File: config.mk
export PLATFORM = sky130hd
export DESIGN_NAME = proto_txn_scheduler
export DESIGN_NICKNAME = d
export VERILOG_FILES = /design/src/rtl/proto_sched_pkg.sv /design/src/rtl/proto_txn_scheduler_rr_arbiter.sv /design/src/rtl/proto_txn_scheduler.sv
export SDC_FILE = /design/constraint.sdc
export NUM_CORES = 1
export LEC_CHECK = 0
export CORE_UTILIZATION = 50
export CTS_BUF_LIST = sky130_fd_sc_hd__clkbuf_8
export CTS_CLUSTER_SIZE = 20
export DETAILED_ROUTE_END_ITERATION = 7
export GPL_TIMING_DRIVEN = 0
export HOLD_SLACK_MARGIN = 0.02
export PLACE_DENSITY_LB_ADDON = 0.12
export SLEW_MARGIN = 20
export SYNTH_ARGS = -nofsm -noshare
export SYNTH_HDL_FRONTEND = slang
export SYNTH_HIERARCHICAL = 1
export SYNTH_SLANG_ARGS = --single-unit
File: constraint.sdc
create_clock -name clk -period 2.8 [get_ports clk]
set_input_delay 0.56 -clock clk [delete_from_list [all_inputs] [get_ports clk]]
set_output_delay 0.56 -clock clk [all_outputs]
set_load 0.02 [all_outputs]
File: src/rtl/proto_sched_pkg.sv
// Shared types and constants for the round-robin protocol transaction scheduler.
package proto_sched_pkg;

    typedef enum logic [1:0] {
        IDLE  = 2'd0,
        ISSUE = 2'd1,
        WAIT  = 2'd2,
        RESP  = 2'd3
    } sched_state_e;

    localparam int DEF_DW      = 4;
    localparam int DEF_TIMEOUT = 15;

    localparam logic RW_READ  = 1'b1;
    localparam logic RW_WRITE = 1'b0;

endpackage

File: src/rtl/proto_txn_scheduler_rr_arbiter.sv
// Combinational round-robin arbiter: first valid request after last_grant, with wrap-around.
module rr_arbiter #(
    parameter int NUM_REQ = 2,
    parameter int IW      = (NUM_REQ > 1) ? $clog2(NUM_REQ) : 1
) (
    input  logic [NUM_REQ-1:0] req,
    input  logic [IW-1:0]      last_grant,
    output logic [NUM_REQ-1:0] grant,
    output logic [IW-1:0]      grant_idx
);

    // Walk candidates last_grant+1 .. last_grant+NUM_REQ (mod NUM_REQ); first hit wins.
    always_comb begin
        logic [IW:0] cand;
        logic        found;
        grant     = '0;
        grant_idx = '0;
        found     = 1'b0;
        cand      = '0;
        for (int i = 1; i <= NUM_REQ; i++) begin
            cand = {1'b0, last_grant} + (IW+1)'(i);
            if (cand >= (IW+1)'(NUM_REQ)) begin
                cand = cand - (IW+1)'(NUM_REQ);
            end else begin
                cand = cand;
            end
            if (!found && req[cand[IW-1:0]]) begin
                grant[cand[IW-1:0]] = 1'b1;
                grant_idx           = cand[IW-1:0];
                found               = 1'b1;
            end else begin
                found = found;
            end
        end
    end

endmodule

File: src/rtl/proto_txn_scheduler.sv
// Shares one protocol core between NUM_REQ requesters: accept, issue start, wait for
// completion or timeout, then return a one-cycle response to the granted requester.
module proto_txn_scheduler
    import proto_sched_pkg::*;
#(
    parameter int NUM_REQ = 2,
    parameter int DW      = DEF_DW,
    parameter int TIMEOUT = DEF_TIMEOUT
) (
    input  logic                  clk,
    input  logic                  rst,
    input  logic [NUM_REQ-1:0]    req_valid,
    input  logic [NUM_REQ-1:0]    req_rw,
    input  logic [NUM_REQ*DW-1:0] req_wdata,
    output logic [NUM_REQ-1:0]    req_ready,
    output logic [NUM_REQ-1:0]    rsp_valid,
    output logic [DW-1:0]         rsp_rdata,
    output logic                  rsp_err,
    output logic                  start,
    output logic                  rw_out,
    output logic [DW-1:0]         wdata_out,
    input  logic                  core_done,
    input  logic [DW-1:0]         core_rdata,
    output logic                  busy
);

    localparam int IW = (NUM_REQ > 1) ? $clog2(NUM_REQ) : 1;
    localparam int TW = $clog2(TIMEOUT + 1);

    sched_state_e        state_r;
    sched_state_e        state_next_s;
    logic [NUM_REQ-1:0]  arb_grant_s;
    logic [IW-1:0]       arb_idx_s;
    logic [IW-1:0]       grant_idx_r;
    logic [IW-1:0]       last_grant_r;
    logic [TW-1:0]       timer_r;
    logic                accept_s;
    logic                timeout_s;
    logic [NUM_REQ-1:0]  rsp_valid_r;
    logic [DW-1:0]       rsp_rdata_r;
    logic                rsp_err_r;
    logic                start_r;
    logic                rw_out_r;
    logic [DW-1:0]       wdata_out_r;
    logic                busy_r;

    rr_arbiter #(
        .NUM_REQ (NUM_REQ),
        .IW      (IW)
    ) u_arb (
        .req        (req_valid),
        .last_grant (last_grant_r),
        .grant      (arb_grant_s),
        .grant_idx  (arb_idx_s)
    );

    assign accept_s  = (state_r == IDLE) && (|arb_grant_s);
    assign timeout_s = (timer_r == TW'(TIMEOUT - 1));

    // Accept strobe is only offered while idle.
    always_comb begin
        req_ready = '0;
        if (state_r == IDLE) begin
            req_ready = arb_grant_s;
        end else begin
            req_ready = '0;
        end
    end

    // Next-state logic; completion takes precedence over timeout.
    always_comb begin
        state_next_s = state_r;
        case (state_r)
            IDLE: begin
                if (accept_s) begin
                    state_next_s = ISSUE;
                end else begin
                    state_next_s = IDLE;
                end
            end
            ISSUE: state_next_s = WAIT;
            WAIT: begin
                if (core_done || timeout_s) begin
                    state_next_s = RESP;
                end else begin
                    state_next_s = WAIT;
                end
            end
            RESP:    state_next_s = IDLE;
            default: state_next_s = IDLE;
        endcase
    end

    // State register.
    always_ff @(posedge clk or negedge rst) begin
        if (!rst) begin
            state_r <= IDLE;
        end else begin
            state_r <= state_next_s;
        end
    end

    // Datapath and registered outputs; start and rsp_valid are single-cycle pulses.
    always_ff @(posedge clk or negedge rst) begin
        if (!rst) begin
            grant_idx_r  <= '0;
            last_grant_r <= IW'(NUM_REQ - 1);
            timer_r      <= '0;
            rsp_valid_r  <= '0;
            rsp_rdata_r  <= '0;
            rsp_err_r    <= 1'b0;
            start_r      <= 1'b0;
            rw_out_r     <= RW_WRITE;
            wdata_out_r  <= '0;
            busy_r       <= 1'b0;
        end else begin
            start_r     <= 1'b0;
            rsp_valid_r <= '0;
            busy_r      <= (state_next_s != IDLE);
            case (state_r)
                IDLE: begin
                    if (accept_s) begin
                        grant_idx_r <= arb_idx_s;
                        rw_out_r    <= req_rw[arb_idx_s];
                        wdata_out_r <= req_wdata[int'(arb_idx_s)*DW +: DW];
                        start_r     <= 1'b1;
                    end else begin
                        grant_idx_r <= grant_idx_r;
                    end
                end
                ISSUE: begin
                    timer_r <= '0;
                end
                WAIT: begin
                    if (core_done) begin
                        rsp_rdata_r              <= core_rdata;
                        rsp_err_r                <= 1'b0;
                        rsp_valid_r[grant_idx_r] <= 1'b1;
                    end else if (timeout_s) begin
                        rsp_rdata_r              <= '0;
                        rsp_err_r                <= 1'b1;
                        rsp_valid_r[grant_idx_r] <= 1'b1;
                    end else begin
                        timer_r <= timer_r + TW'(1);
                    end
                end
                RESP: begin
                    last_grant_r <= grant_idx_r;
                end
                default: begin
                    timer_r <= '0;
                end
            endcase
        end
    end

    assign rsp_valid = rsp_valid_r;
    assign rsp_rdata = rsp_rdata_r;
    assign rsp_err   = rsp_err_r;
    assign start     = start_r;
    assign rw_out    = rw_out_r;
    assign wdata_out = wdata_out_r;
    assign busy      = busy_r;

endmodule

==> impl_results.rst <==
.. list-table::
   :header-rows: 1

   * - Metric
     - Value
   * - Later-pin clock latency in the skew report
     - between 0.2 and 0.3 ns
   * - Core area
     - 1962 sq um
   * - Largest net degree at the start of global routing
     - 23
   * - Post-DP HPWL
     - 1.704 mm
   * - Die span in x
     - 47.60 um
   * - Fin. max-slew vios
     - 0
   * - Number of max-capacitance violations reported
     - 0
   * - Number of flops mapped to enable cells by yosys
     - 0
   * - Cell area power density
     - 1034 nW/um^2
   * - Number of distinct library cells after synthesis
     - 28
   * - Vertical die dimension
     - approximately 48 um
   * - Static leakage power
     - 0.6571 nW
   * - DR vias/cell
     - 5.386
   * - Largest cells by area after synthesis
     - dfrtp_1 (51%), ha_1 (8.4%), mux2i_1 (4.8%)
   * - Post-cts gate resize count
     - 0
   * - Number of fill cells in the layout
     - 157
   * - Final instance area
     - around 1500 sq um
   * - Worst reg2reg path depth
     - 5
   * - DRT iter0 DRCs
     - 7
   * - Total length of routed wires
     - 2.297 mm
   * - FFs w/ async S/R, synth
     - 100.0%
   * - Top fanout value on the critical path
     - 3
   * - Most frequently used flop master after synthesis
     - dfrtp_1
   * - Via count of the routed design
     - 851
   * - Class of the worst hold path
     - input pin to async pin
   * - Synthesized netlist net count
     - between 100 and 150
   * - Number of nets in the layout
     - about 160
   * - Actual transition at the worst max-transition pin
     - 0.4900 ns
   * - Synthesis-stage register bit count
     - 22
   * - Wire length per cell after detailed routing
     - 14.54 um
   * - I/O pins
     - 35
   * - Run status
     - complete, but fails checks
   * - Instance count of the mapped netlist
     - 94
   * - Clk_skew
     - a little under 0.003 ns
   * - Vias in the first global route
     - 850
   * - Synth warn
     - 6
   * - Time the final worst path needs with I/O delays and setup
     - 2.656 ns
   * - Hold buffer count at cts
     - 0
   * - Initial Util
     - between 50% and 60%
   * - Buffers and inverters on the worst path
     - 2
   * - Buffers added on ports
     - 33
   * - Required time of the worst setup path
     - roughly 2.2 ns
   * - Cell family with most CP delay
     - buffers and inverters
   * - Post-synthesis to final-layout area growth
     - 39.83%
   * - Slowest Stage Delay on Critical Path
     - 0.60 ns
   * - Number of buffers on the longest clock path
     - 2
   * - Sequential share of the synthesized area
     - 53.07%
   * - Root buf cell
     - clkbuf_8
   * - Data arrival time of the critical path
     - 2.10 ns
   * - Clock tree from TritonCTS
     - yes
   * - Number of antenna violations at the first check in global routing
     - 0
   * - Row cnt
     - 16
   * - Stages on the worst setup path
     - 4
   * - Register-to-Register Setup Slack
     - 1.27 ns
   * - Startpoint of the worst-slack reg-to-reg timing path
     - last_grant_r$_DFFE_PN1N_
   * - Area after DPL
     - 1404 sq um
   * - Maximum achievable frequency
     - 376.5 MHz
   * - Largest area contributor in the synthesized netlist
     - dfrtp_1
   * - Total number of H-tree levels
     - 1
   * - Number of CTS-inserted buffers
     - 3
   * - Library cell with the highest instance count after synthesis
     - dfrtp_1
   * - Number of iterations in the first detailed-routing pass
     - 5
   * - CTS clk-pin slew, worst paths
     - about 0.070 ns
   * - Die area
     - 2266 sq um
   * - Failing checks
     - DRC
   * - Total track usage
     - between 20% and 30%
   * - Path type of the worst setup path
     - input pin to output pin
   * - Netlist Area Pre-Place
     - ~1000 sq um
   * - Period utilisation layout
     - 94.86%
   * - Share of layout cells above drive strength 1
     - 9.924%
   * - Critical Path Most Common Cell
     - clkdlybuf4s50_1
   * - Origin of the worst setup path
     - req_valid[1]
   * - Number of setup buffers added after CTS
     - 0
   * - Setup crit end
     - req_ready[1]
   * - TritonCTS Sinks
     - 22
   * - Routability congestion estimate
     - 0.7949
   * - Total setup violations reported at the end of the flow
     - 0
   * - Setup repair after global routing missed its margin
     - false
   * - Congestion Overflow GR
     - 0
   * - Element type at the critical path end
     - output pin
   * - Syn Area/Cell
     - 11.06 sq um
   * - Startpoint class of the critical path
     - input pin
   * - Number of failing hold endpoints at the final stage
     - 0
   * - Area share of the largest cell type after synthesis
     - 50.54%
   * - Critical register-to-register path endpoint
     - busy$_DFF_PN0_
   * - Global-route wire length before repair
     - 3.670 mm
   * - Worst-case vdd ir drop
     - 674.7 uV
   * - Final TNS setup
     - 0 ns
   * - Post-route DRC
     - 1
   * - Crit-path cells
     - clkdlybuf4s50_1, a21boi_0, and2_1, clkdlybuf4s50_1
   * - Antenna diode count
     - 0
   * - Number of antenna-violating nets in the routed design
     - 0
   * - CP max stage cell
     - clkdlybuf4s50_1
   * - Worst-case headroom to the max-slew limit
     - 67.34%
   * - Top cell types by occurrence after synthesis
     - dfrtp_1 (21), nand2_1 (10), o21ai_0 (10), ha_1 (7), inv_1 (6)
[layout by cell type (no fill, tap or decap), types with 3 or more instances in the layout]
cell	count
a21oi_1	3
a32o_1	4
buf_2	3
clkbuf_8	4
clkdlybuf4s50_1	32
dfrtp_1	21
ha_1	7
inv_1	6
mux2i_1	5
nand2_1	10
nand2b_1	3
o211ai_1	3
o21ai_0	10
[state kept, by name, summed over array words and instances (netlist names), 2 cells and up]
register	cells
timer_r	4
state_r	2
rsp_valid	2
rsp_rdata	4
wdata_out	4
[cell type report]
type,instances,area (sq um),area share [%]
Sequential cell,22,551.8,37.95
Multi-Input combinational cell,62,439.2,30.21
Timing Repair Buffer,33,325.3,22.38
Clock buffer,4,55.05,3.787
Tap cell,27,33.78,2.324
Buffer,4,26.28,1.807
Inverter,6,22.52,1.549
[stage by stage]
| step | utilization, % | power (mW) | hold slack (ns) | std cells | worst slack, ns |
|---|---|---|---|---|---|
| 2_1_floorplan | - | 0.9581 | 0.2644 | 94 | 1.260 |
| 3_3_place_gp | 71.56 | 1.241 | 0.4641 | 154 | 0.2521 |
| 3_5_place_dp | 71.56 | 1.277 | 0.4714 | 154 | 0.1275 |
| 4_1_cts | 74.36 | 1.514 | 0.4890 | 158 | 0.1271 |
| 5_1_grt | 74.11 | 1.612 | 0.2881 | 158 | 0.03953 |
| 6_report | 74.11 | 1.503 | 0.2551 | 158 | 0.1440 |
[cell families after synthesis]
family	after synthesis	share of synthesized area [%]
fa+ha+maj	7	8.423
compound gates	27	17.45
simple gates	22	10.47
flops	22	53.07
buf+inv	10	4.692
mux	6	5.897
[where the power goes]
group          switching [mW]  internal, mW  total, mW
Combinational           0.384         0.333      0.718
Sequential             0.0973         0.464      0.561
Clock                  0.0990         0.125      0.224
Total                   0.581         0.922       1.50
[worst min-delay path by stage]
stage,startpoint,endpoint
4_1_cts,wdata_out[3]$_DFFE_PN0P_,wdata_out[3]$_DFFE_PN0P_
3_3_place_gp,wdata_out[1]$_DFFE_PN0P_,wdata_out[1]$_DFFE_PN0P_
5_1_grt,rst,timer_r[0]$_DFFE_PN0P_
2_1_floorplan,rst,busy$_DFF_PN0_
3_5_place_dp,wdata_out[3]$_DFFE_PN0P_,wdata_out[3]$_DFFE_PN0P_
6_report,rst,timer_r[0]$_DFFE_PN0P_
[per-layer routing]
metal	global-route usage [%]	up-vias	wire length, um
li1	-	404	-
met1	31.45	427	984
met2	40.55	18	1233
met3	4.151	2	71
met4	6.667	0	7
met5	0	-	0
Note: power is estimated with default switching activity, not from simulation.
